### src/rtl/fifo_pkg.sv
// Shared helpers for FIFO variants: pointer and occupancy widths for a given depth.
package fifo_pkg;

  // Address bits plus one wrap bit that separates full from empty.
  function automatic int ptr_width(input int depth);
    return $clog2(depth) + 1;
  endfunction

  // Occupancy must represent 0..depth inclusive.
  function automatic int cnt_width(input int depth);
    return $clog2(depth) + 1;
  endfunction

endpackage

### src/rtl/fifo_mem.sv
// FIFO storage: synchronous write port, asynchronous read port, contents not reset.
module fifo_mem #(
  parameter int DATA_WIDTH = 8,
  parameter int DEPTH      = 8
) (
  input  logic                     clk,
  input  logic                     we,
  input  logic [$clog2(DEPTH)-1:0] waddr,
  input  logic [DATA_WIDTH-1:0]    wdata,
  input  logic [$clog2(DEPTH)-1:0] raddr,
  output logic [DATA_WIDTH-1:0]    rdata
);

  logic [DATA_WIDTH-1:0] mem [DEPTH];

  always_ff @(posedge clk) begin
    if (we) mem[waddr] <= wdata;
  end

  assign rdata = mem[raddr];

endmodule

### src/rtl/sync_fifo_flagged.sv
// Single-clock FIFO with occupancy count, almost-full/empty levels,
// sticky overflow/underflow flags and optional first-word-fall-through read.
module sync_fifo_flagged
  import fifo_pkg::*;
#(
  parameter int DATA_WIDTH = 8,
  parameter int DEPTH      = 8,
  parameter int AF_LEVEL   = DEPTH - 1,
  parameter int AE_LEVEL   = 1,
  parameter bit FWFT       = 1'b0
) (
  input  logic                        clk,
  input  logic                        rst_n,
  input  logic                        w_en,
  input  logic [DATA_WIDTH-1:0]       data_in,
  input  logic                        r_en,
  output logic [DATA_WIDTH-1:0]       data_out,
  output logic                        full,
  output logic                        empty,
  output logic                        almost_full,
  output logic                        almost_empty,
  output logic [cnt_width(DEPTH)-1:0] count,
  output logic                        overflow,
  output logic                        underflow,
  input  logic                        clr_err
);

  localparam int PW = ptr_width(DEPTH);
  localparam int CW = cnt_width(DEPTH);
  localparam int AW = PW - 1;

  if ((DATA_WIDTH < 1) || (DEPTH < 2) || ((DEPTH & (DEPTH - 1)) != 0) ||
      (AF_LEVEL < 1) || (AF_LEVEL > DEPTH) ||
      (AE_LEVEL < 0) || (AE_LEVEL > DEPTH - 1)) begin : g_bad_params
    $error("sync_fifo_flagged: illegal parameter set");
  end

  logic [PW-1:0]         w_ptr, r_ptr;
  logic [CW-1:0]         count_q;
  logic                  ovf_q, unf_q;
  logic                  wr_ok, rd_ok;
  logic [DATA_WIDTH-1:0] head;

  // Flags come straight from the registered count so they move on the same edge.
  assign full         = (count_q == CW'(DEPTH));
  assign empty        = (count_q == '0);
  assign almost_full  = (count_q >= CW'(AF_LEVEL));
  assign almost_empty = (count_q <= CW'(AE_LEVEL));
  assign count        = count_q;
  assign overflow     = ovf_q;
  assign underflow    = unf_q;

  assign wr_ok = w_en && !full;
  assign rd_ok = r_en && !empty;

  fifo_mem #(.DATA_WIDTH(DATA_WIDTH), .DEPTH(DEPTH)) u_mem (
    .clk   (clk),
    .we    (wr_ok),
    .waddr (w_ptr[AW-1:0]),
    .wdata (data_in),
    .raddr (r_ptr[AW-1:0]),
    .rdata (head)
  );

  always_ff @(posedge clk) begin
    if (!rst_n) begin
      w_ptr   <= '0;
      r_ptr   <= '0;
      count_q <= '0;
      ovf_q   <= 1'b0;
      unf_q   <= 1'b0;
    end else begin
      if (wr_ok) w_ptr <= w_ptr + PW'(1);
      if (rd_ok) r_ptr <= r_ptr + PW'(1);
      case ({wr_ok, rd_ok})
        2'b10:   count_q <= count_q + CW'(1);
        2'b01:   count_q <= count_q - CW'(1);
        default: count_q <= count_q;
      endcase
      // Set has priority over a same-cycle clear.
      ovf_q <= (w_en && full)  || (ovf_q && !clr_err);
      unf_q <= (r_en && empty) || (unf_q && !clr_err);
    end
  end

  // The wrap-bit pointer difference must always agree with the occupancy register.
  always_ff @(posedge clk) begin
    if (rst_n) assert (count_q == CW'(w_ptr - r_ptr));
  end

  if (FWFT) begin : g_fwft
    assign data_out = empty ? '0 : head;
  end else begin : g_std
    logic [DATA_WIDTH-1:0] dout_q;
    always_ff @(posedge clk) begin
      if (!rst_n)     dout_q <= '0;
      else if (rd_ok) dout_q <= head;
    end
    assign data_out = dout_q;
  end

endmodule

### config.mk
export PLATFORM = sky130hd
export DESIGN_NAME = sync_fifo_flagged
export DESIGN_NICKNAME = d
export VERILOG_FILES = /design/src/rtl/fifo_pkg.sv /design/src/rtl/fifo_mem.sv /design/src/rtl/sync_fifo_flagged.sv
export SDC_FILE = /design/constraint.sdc
export NUM_CORES = 1
export LEC_CHECK = 0
export CAP_MARGIN = 20
export CORE_ASPECT_RATIO = 0.7
export CORE_MARGIN = 4
export CORE_UTILIZATION = 39
export CTS_CLUSTER_DIAMETER = 50
export CTS_CLUSTER_SIZE = 12
export DETAILED_ROUTE_END_ITERATION = 8
export GPL_TIMING_DRIVEN = 0
export PLACE_DENSITY = 0.68
export SYNTH_ARGS = -nofsm -noshare
export SYNTH_HDL_FRONTEND = slang
export SYNTH_SLANG_ARGS = --single-unit
### constraint.sdc
create_clock -name clk -period 4 [get_ports clk]
set_input_delay 0.8 -clock clk [delete_from_list [all_inputs] [get_ports clk]]
set_output_delay 0.8 -clock clk [all_outputs]
set_load 0.005 [all_outputs]
# == Yosys cells after proc, flatten, opt, wreduce, memory -nomap -nowiden ==
# Memories as Yosys holds them, arrays and structs flattened. A register that Yosys moved wholly into a read port is not among the register bits.
# Index checks and enable logic that the tools add are counted.
# totals
reg_bits,14
ramBits,64
input_bits,13
out_inout_bits,18
mem_count,1
# mem_list
memory,words,word_bits,rd,rd_clocked_by_memory_dff,wr,line_no,rtl
u_mem.mem,8,8,1,1,1,fifo_mem.sv:14,logic [DATA_WIDTH-1:0] mem [DEPTH];
# classes
add_sub_neg,4
order_cmp,2
eq_ne,3
n_mux,3
n_reduce_logical,14
# op_table
cell,n
$add A4 B1 Y4 const B,3
$pmux W4 S2,1
$logic_and A1 B1 Y1,6
$eq A4 B4 Y1 const B,1
$ge A4 B3 Y1 const B,1
$le A4 B1 Y1 const B,1
$logic_not A1 Y1,4
$logic_not A4 Y1,1
$sub A4 B1 Y4 const B,1
$eq A2 B1 Y1 const B,1
$eq A2 B2 Y1 const B,1
$logic_or A1 B1 Y1,2
$mux W1,2
$reduce_bool A2 Y1,1

# == Longest topological paths before layout ==
# Gate-level depths: netlist (run 1).
# logic_depth
word_depth,5
depth_mapped,10
depth_no_buf,10

# == Cells and area by module ==
# From an unflattened synthesis (run 1), not the netlist that was laid out.
# hier_totals
cells_unflattened,217
area_unflattened_um2,3507.1
# modules_own_cells
module,n_inst,cells_each,area_each_um2,seq_area_each_um2
fifo_mem,1,106,2531.2,1921.8
sync_fifo_flagged,1,111,975.9,400.4

# == Worst setup path after synthesis (run 1) ==
# OpenSTA, ideal clock, no wires.
# synth_path
path_type,reg-to-reg
startpoint,register count_q[0] (netlist: count[0])
endpoint,memory u_mem.mem[0][0] (enable)
arrival_ns,1.842
t_required_ns,3.617
path_slack_ns,1.775
path_stages_with_launch,7
n_path_buf,0
synth_period_minus_slack_ns,2.225
cell_sequence,dfxtp_1 -> inv_1 -> ha_1 -> nand3b_1 -> nand2_1 -> or2_1 -> nor3_1
# synth_between
elab_chain_cells,5
# synth_rtl
item,line_no,rtl
"start, declared",sync_fifo_flagged.sv:39,logic [CW-1:0] count_q;
"start signal, assigned",sync_fifo_flagged.sv:76,2'b10: count_q <= count_q + CW'(1);
"start signal, assigned",sync_fifo_flagged.sv:77,2'b01: count_q <= count_q - CW'(1);
"start signal, assigned",sync_fifo_flagged.sv:78,default: count_q <= count_q;
$eq A4 B4 Y1,sync_fifo_flagged.sv:45,assign full = (count_q == CW'(DEPTH));
$logic_not A1 Y1,sync_fifo_flagged.sv:53,assign wr_ok = w_en && !full;
$logic_and A1 B1 Y1,sync_fifo_flagged.sv:53,
$mux W1,fifo_mem.sv:17,if (we) mem[waddr] <= wdata;
$mux W1 (implied by the code),fifo_mem.sv:17,
"end, declared",fifo_mem.sv:14,
# Every way passes these cells.

# == Final worst setup path (run 1) ==
# layout_path
startpoint,register count_q[0] (netlist: count[0])
endpoint,output port empty
# layout_between
elab_chain_cells,1
# layout_rtl
item,line_no,rtl
$logic_not A4 Y1,sync_fifo_flagged.sv:46,assign empty = (count_q == '0);
"end, declared",sync_fifo_flagged.sv:19,"output logic empty,"
# Every way passes these cells.

==> results of run 1 <==
-- area by class of cell --
cell class,instances,area share [%]
flip-flops and latches,84,56.3
multi-input cells,125,24.2
repair buffers,30,7.28
clock buffers,9,5.46
well taps,120,3.64
plain buffers,10,1.43
clock inverters,7,1.24
inverters,5,0.455
-- cells by family after synthesis --
| logic type | after synthesis | share of synthesized area (%) |
|---|---|---|
| xor gates and xnor gates | 6 | 1.55 |
| muxes | 33 | 9.76 |
| DFF | 84 | 68.6 |
| and+or+nand+nor | 46 | 7.69 |
| adders and majority gates | 6 | 2.22 |
| AOI/OAI and AO/OA | 34 | 7.91 |
| buffers and inverters | 15 | 2.29 |
-- sequential cells by signal (all words and copies together) (netlist names) --
signal / count
underflow: 1
u_mem.mem: 64
data_out: 8
overflow: 1
count: 4
r_ptr: 3
w_ptr: 3
-- routing by layer --
layer,GRT usage (%),vias up
met3,4.81,6
met4,5.82,0
met2,21.1,43
li1,-,933
met1,18.2,948
met5,0,-
-- metrics by stage --
| step | power [W] | hold WS, ns | cells |
|---|---|---|---|
| 3_5_place_dp | 0.00172 | 0.460 | 374 |
| 5_1_grt | 0.00256 | 0.498 | 390 |
| 2_1_floorplan | 0.00147 | 0.466 | 224 |
| 4_1_cts | 0.00248 | 0.475 | 390 |
| 3_3_place_gp | 0.00171 | 0.452 | 374 |
| 6_report | 0.00246 | 0.475 | 390 |
-- final timing paths --
check,end,depth (start not counted)
max reg2reg,u_mem.mem[2][4],6
max,empty,5
min reg2reg,data_out[4],1
min,data_out[4],1
-- synth_stat cells --
cell type,instances
nor3_1,3
a21oi_1,2
buf_1,3
or3b_4,1
o21ai_0,2
nand2_1,6
or2_1,1
a22oi_1,16
xnor2_1,5
and3_4,1
nor2_1,8
nand2_2,1
a21boi_0,4
mux2i_1,33
or4b_1,1
a21o_2,1
xor2_1,1
buf_4,3
nand2b_1,2
nand3_1,5
inv_1,5
edfxtp_1,64
nand4b_1,1
buf_6,1
ha_1,6
dfxtp_1,20
a21oi_2,1
a32o_1,8
or3_1,1
nand3b_1,1
nor2b_1,6
and2_1,8
buf_2,2
clkbuf_1,1
-- power by group through the flow --
stage          registers (W)  clock network [W]  logic (W)
2_1_floorplan        0.00107                  0   0.000406
3_3_place_gp         0.00107                  0   0.000638
3_5_place_dp         0.00108                  0   0.000646
4_1_cts              0.00106           0.000765   0.000651
5_1_grt              0.00107           0.000798   0.000697
6_report             0.00106           0.000756   0.000647
-- critical path: cells and delay by family, from the launching register on --
family	cells	cell delay (ns)
AND/OR/NAND/NOR	1	0.44
adder cells (fa/ha/maj)	1	0.21
flip-flops	1	0.38
buffers and inverters	3	0.68
==> run metrics, run 1 <==
outcome=complete, no violations; layout cell share with drive strength beyond 1=about a tenth; TritonCTS clock tree=yes; met2 routed WL=3220 µm; Detail Route met3 WL=374 µm; CTS Root Cell=clkbuf_16; P_int=0.00176 W; most area-consuming cells after synthesis=edfxtp_1 57%, dfxtp_1 12%, mux2i_1 9.8%, a22oi_1 3.5%, a32o_1 2.4%; Post-CTS Setup Inserts=0; gr usage total=13.9%; Ys Warns=0; Synth area leader=edfxtp_1; final setup vio count=0; Tcrit/Tclk final=70.9%; final worst path period need=2.84 ns; commonest non-fill, non-tap cell in the layout=edfxtp_1; I/O Pins=31; antenna cells=0; Synth Instances=224; Die Wd=119 µm; CP max-delay cell=clkdlybuf4s50_1; Slew @ Worst Pin=0.967 ns; switching power total=0.000697 W; fmax=0.353 GHz; Sequential Power Share=43.0%; DR DRC count=0; clock buffer depth=2; combinational power share=between 20% and 30%; min-delay src=data_out[4]; gpl congestion=0.735; top routing layer used=met4; Max VDD drop=between 0.2 and 0.25 mV; most frequent CP cell=inv_1; CP peak stage delay=0.50 ns; Req. time, crit path=3.20 ns; GRT overflow=0; Setup crit start kind=flop; commonest cells after routing, fill and taps aside=64 x edfxtp_1, 33 x mux2i_1, 30 x clkdlybuf4s50_1; Layout Nets=284; vias per cell=4.95; Vias=1930; Initial DRC Count=139; DR pass1 iterations=4; CTS Sinks=84; fill cell count=740; synthesized area per cell=15.1 µm²; Leak=approximately 1.4 nW; crit end category=primary output; die area=roughly 10000 µm²; Synth top area share=a little under three fifths; Detailed Route WL=6910 µm; CTS resizes=0; WL/cell=between 15 and 20 µm; pwr/cell area=597 nW/µm²; Clock Power Share=30.7%; port bufs=30; vias in the first global route=1922; first-pass GRT wire length=10400 µm; cells along the critical path=inv_1 -> ha_1 -> or3b_4 -> inv_1 -> clkdlybuf4s50_1; starting density of the core=40.1%; antenna violations before repair=0; final-report max-slew violation count=0; P&R area growth vs syn=21.8%; largest net degree at the start of global routing=16; syn nets=~240; Worst-Skew Late Latency=0.33 ns; Post-Place Worst Slack=between 1 and 1.5 ns; DP Area=between 3000 and 4000 µm²; Core Area=8440 µm²; Fin Clk Skew=0.00754 ns; RSZ-0062 raised after global routing=false; Hold Crit Class=flop to flop; WS Path Type=flop to primary output; H-tree depth=3; Net Sw Frac=28.3%; hpwl dp=4400 µm; FF/Latch Area=2320 µm²; Seq/Total Area, Yosys=between 60% and 70%; area of the mapped netlist=3390 µm²; maximum fanout along the worst path=7; post-layout instance area=4120 µm²; setup TNS=0 ns; Worst slew margin=approximately a third; R2R Setup Slk=1.48 ns; die height=86.0 µm; final core occ=48.8%; clock transition at the registers of the reported paths=0.06 ns; Site Rows=28; Hold-fix buffers, CTS=0; Final Hold Viols=0; post-synthesis cell type count=34; final setup margin=about 1.2 ns; Max-Cap Viols=0; launch point of the worst reg-to-reg path=count[0]; area of the multi-input gates=around 1000 µm²; CP startpoint=count[0]; Crit path arrival time=2.04 ns; DRT antenna net count=0; wl on met1=3250 µm; Yosys reg bits=84; total CTS buffers=9
(Power assumes the default switching activity.)
==> run 2: changes to the inputs <==
--- a/config.mk
+++ b/config.mk
@@ -13,7 +13,7 @@
 export CTS_CLUSTER_SIZE = 12
 export DETAILED_ROUTE_END_ITERATION = 8
 export GPL_TIMING_DRIVEN = 0
-export PLACE_DENSITY = 0.68
+export PLACE_DENSITY = 0.7
 export SYNTH_ARGS = -nofsm -noshare
 export SYNTH_HDL_FRONTEND = slang
 export SYNTH_SLANG_ARGS = --single-unit
==> constraint.sdc (replaced) <==
create_clock -name clk -period 2.59 [get_ports clk]
set_input_delay 0.518 -clock clk [delete_from_list [all_inputs] [get_ports clk]]
set_output_delay 0.518 -clock clk [all_outputs]
set_load 0.005 [all_outputs]
==> run metrics, run 2 (synthesized netlist as in run 1, its figures left out) <==
Max VDD drop=0.421 mV (+69%); P&R area growth vs syn=23.1%; Tcrit/Tclk final=between 90 and 100%; final-report max-slew violation count=0 (unchanged); H-tree depth=3 (unchanged); final worst path period need=2.49 ns; WS Path Type=flop to primary output; Site Rows=28 (unchanged); layout cell share with drive strength beyond 1=12.5% (+2.1 points); crit end category=primary output; Detailed Route WL=6940 µm (+0.32%); Crit path arrival time=1.97 ns (-0.07 ns); WL/cell=17.7 µm (-0.19%); Hold Crit Class=flop to flop; commonest cells after routing, fill and taps aside=64 x edfxtp_1, 33 x mux2i_1, 30 x clkdlybuf4s50_1; Leak=1.39 nW (+2.1%); wl on met1=3170 µm (-2.5%); Core Area=8440 µm² (unchanged); CTS Sinks=84 (unchanged); RSZ-0062 raised after global routing=false; TritonCTS clock tree=yes; first-pass GRT wire length=10700 µm (+2.6%); DRT antenna net count=0 (unchanged); outcome=complete, no violations; clock buffer depth=2 (unchanged); met2 routed WL=3290 µm (+2.1%); Die Wd=119 µm (unchanged); antenna cells=0 (unchanged); Biggest register=u_mem.mem; starting density of the core=40.1% (unchanged); Initial DRC Count=97 (-30%); die height=86.0 µm (unchanged); port bufs=30 (unchanged); area of the multi-input gates=1010 µm² (+1.0%); maximum fanout along the worst path=7 (unchanged); fill cell count=740 (unchanged); FF/Latch Area=2320 µm² (about the same); max reg flops=64 (unchanged); Req. time, crit path=2.07 ns (-1.13 ns); pwr/cell area=946 nW/µm² (+58%); top routing layer used=met4; vias in the first global route=1922 (unchanged); final setup vio count=0 (unchanged); Fin Clk Skew=0.00816 ns (+0.000614 ns); final setup margin=0.0990 ns (-1.07 ns); Worst slew margin=37.2% (+1.9 points); GRT overflow=0 (unchanged); antenna violations before repair=0 (unchanged); Setup crit start kind=flop; Hold-fix buffers, CTS=0 (unchanged); Max-Cap Viols=0 (unchanged); Post-Place Worst Slack=-0.0858 ns (-1.16 ns); Layout Nets=286 (+0.70%); I/O Pins=31 (unchanged); Detail Route met3 WL=353 µm (-5.6%); die area=10300 µm² (unchanged); commonest non-fill, non-tap cell in the layout=edfxtp_1; clock transition at the registers of the reported paths=0.06 ns (about the same); largest net degree at the start of global routing=16 (unchanged); DR DRC count=0 (unchanged); placed cell count=376 (+0.53%); Final Hold Viols=0 (unchanged); fmax=0.401 GHz; total CTS buffers=9 (unchanged); gpl congestion=0.735 (-0.12%); Worst-Skew Late Latency=0.33 ns (about the same); Slew @ Worst Pin=0.939 ns (-0.0280 ns); post-route insts no fill=392 (+0.51%); hpwl dp=4500 µm (+2.3%); vias per cell=4.99 (+0.88%); CTS Root Cell=clkbuf_16; DR pass1 iterations=4 (unchanged); gr usage total=14.2% (+0.36 points); Vias=1957 (+1.4%)
==> run 2: layer usage <==
layer	GRT usage, %	vias to the layer above
li1	-	942
met3	3.96	10
met5	0	-
met1	18.5	958
met2	22.7	47
met4	5.61	0
==> run 2: through the flow <==
stage	cell area (µm²)	hold WS [ns]	utilization (%)	setup TNS (ns)	total power, W
6_report	4170	0.471	49.4	0	0.00394
5_1_grt	4170	0.495	49.4	0	0.00411
4_1_cts	4150	0.475	49.1	0	0.00393
3_5_place_dp	3850	0.459	45.6	-0.815	0.00267
3_3_place_gp	3840	0.451	45.4	-4.97	0.00265
2_1_floorplan	3390	0.466	-	0	0.00228
==> run 2: critical path, stage by stage (launching register included) <==
cell,delay [ns]
dfxtp_2,0.35
inv_1,0.11
ha_4,0.16
or3b_4,0.42
inv_1,0.09
clkdlybuf4s50_1,0.52
==> run 2: what timing repair did <==
item / CTS / global route
setup endpoints to repair: 0 / 22
resized for setup: 0 / 6
setup buffers: 0 / 0
==> run 2: final cells by class <==
class	count	area share (%)
multi-input combinational	125	24.1
tap	120	3.60
sequential	84	55.7
clock buffer	9	5.40
timing repair buffer	32	7.45
buffer	10	1.41
clock inverter	7	1.80
inverter	5	0.450
==> run 2: final timing paths <==
| path | from | end | slack [ns] | cells after the start |
|---|---|---|---|---|
| setup / recovery | count[0] | empty | 0.1 | 5 |
| hold reg to reg | data_out[7] | data_out[7] | 0.47 | 1 |
| hold / removal | data_out[7] | data_out[7] | 0.47 | 1 |
| setup reg to reg | count[1] | u_mem.mem[4][4] | 0.19 | 6 |
==> run 2: where the power goes <==
| part | internal, W | switching [W] | total [W] | leakage, nW |
|---|---|---|---|---|
| clock | 0.000753 | 0.000524 | 0.00128 | 0.144 |
| combinational | 0.000539 | 0.000493 | 0.00103 | 0.506 |
| sequential | 0.00156 | 0.0000746 | 0.00163 | 0.745 |
| total | 0.00285 | 0.00109 | 0.00394 | 1.39 |
==> run 3: changes to the inputs <==
--- a/config.mk
+++ b/config.mk
@@ -9,6 +9,7 @@
 export CORE_ASPECT_RATIO = 0.7
 export CORE_MARGIN = 4
 export CORE_UTILIZATION = 39
+export CTS_BUF_LIST = sky130_fd_sc_hd__clkbuf_16
 export CTS_CLUSTER_DIAMETER = 50
 export CTS_CLUSTER_SIZE = 12
 export DETAILED_ROUTE_END_ITERATION = 8
==> results of run 3 <==
The final DEF is identical to that of run 2; final timing and power are the same.
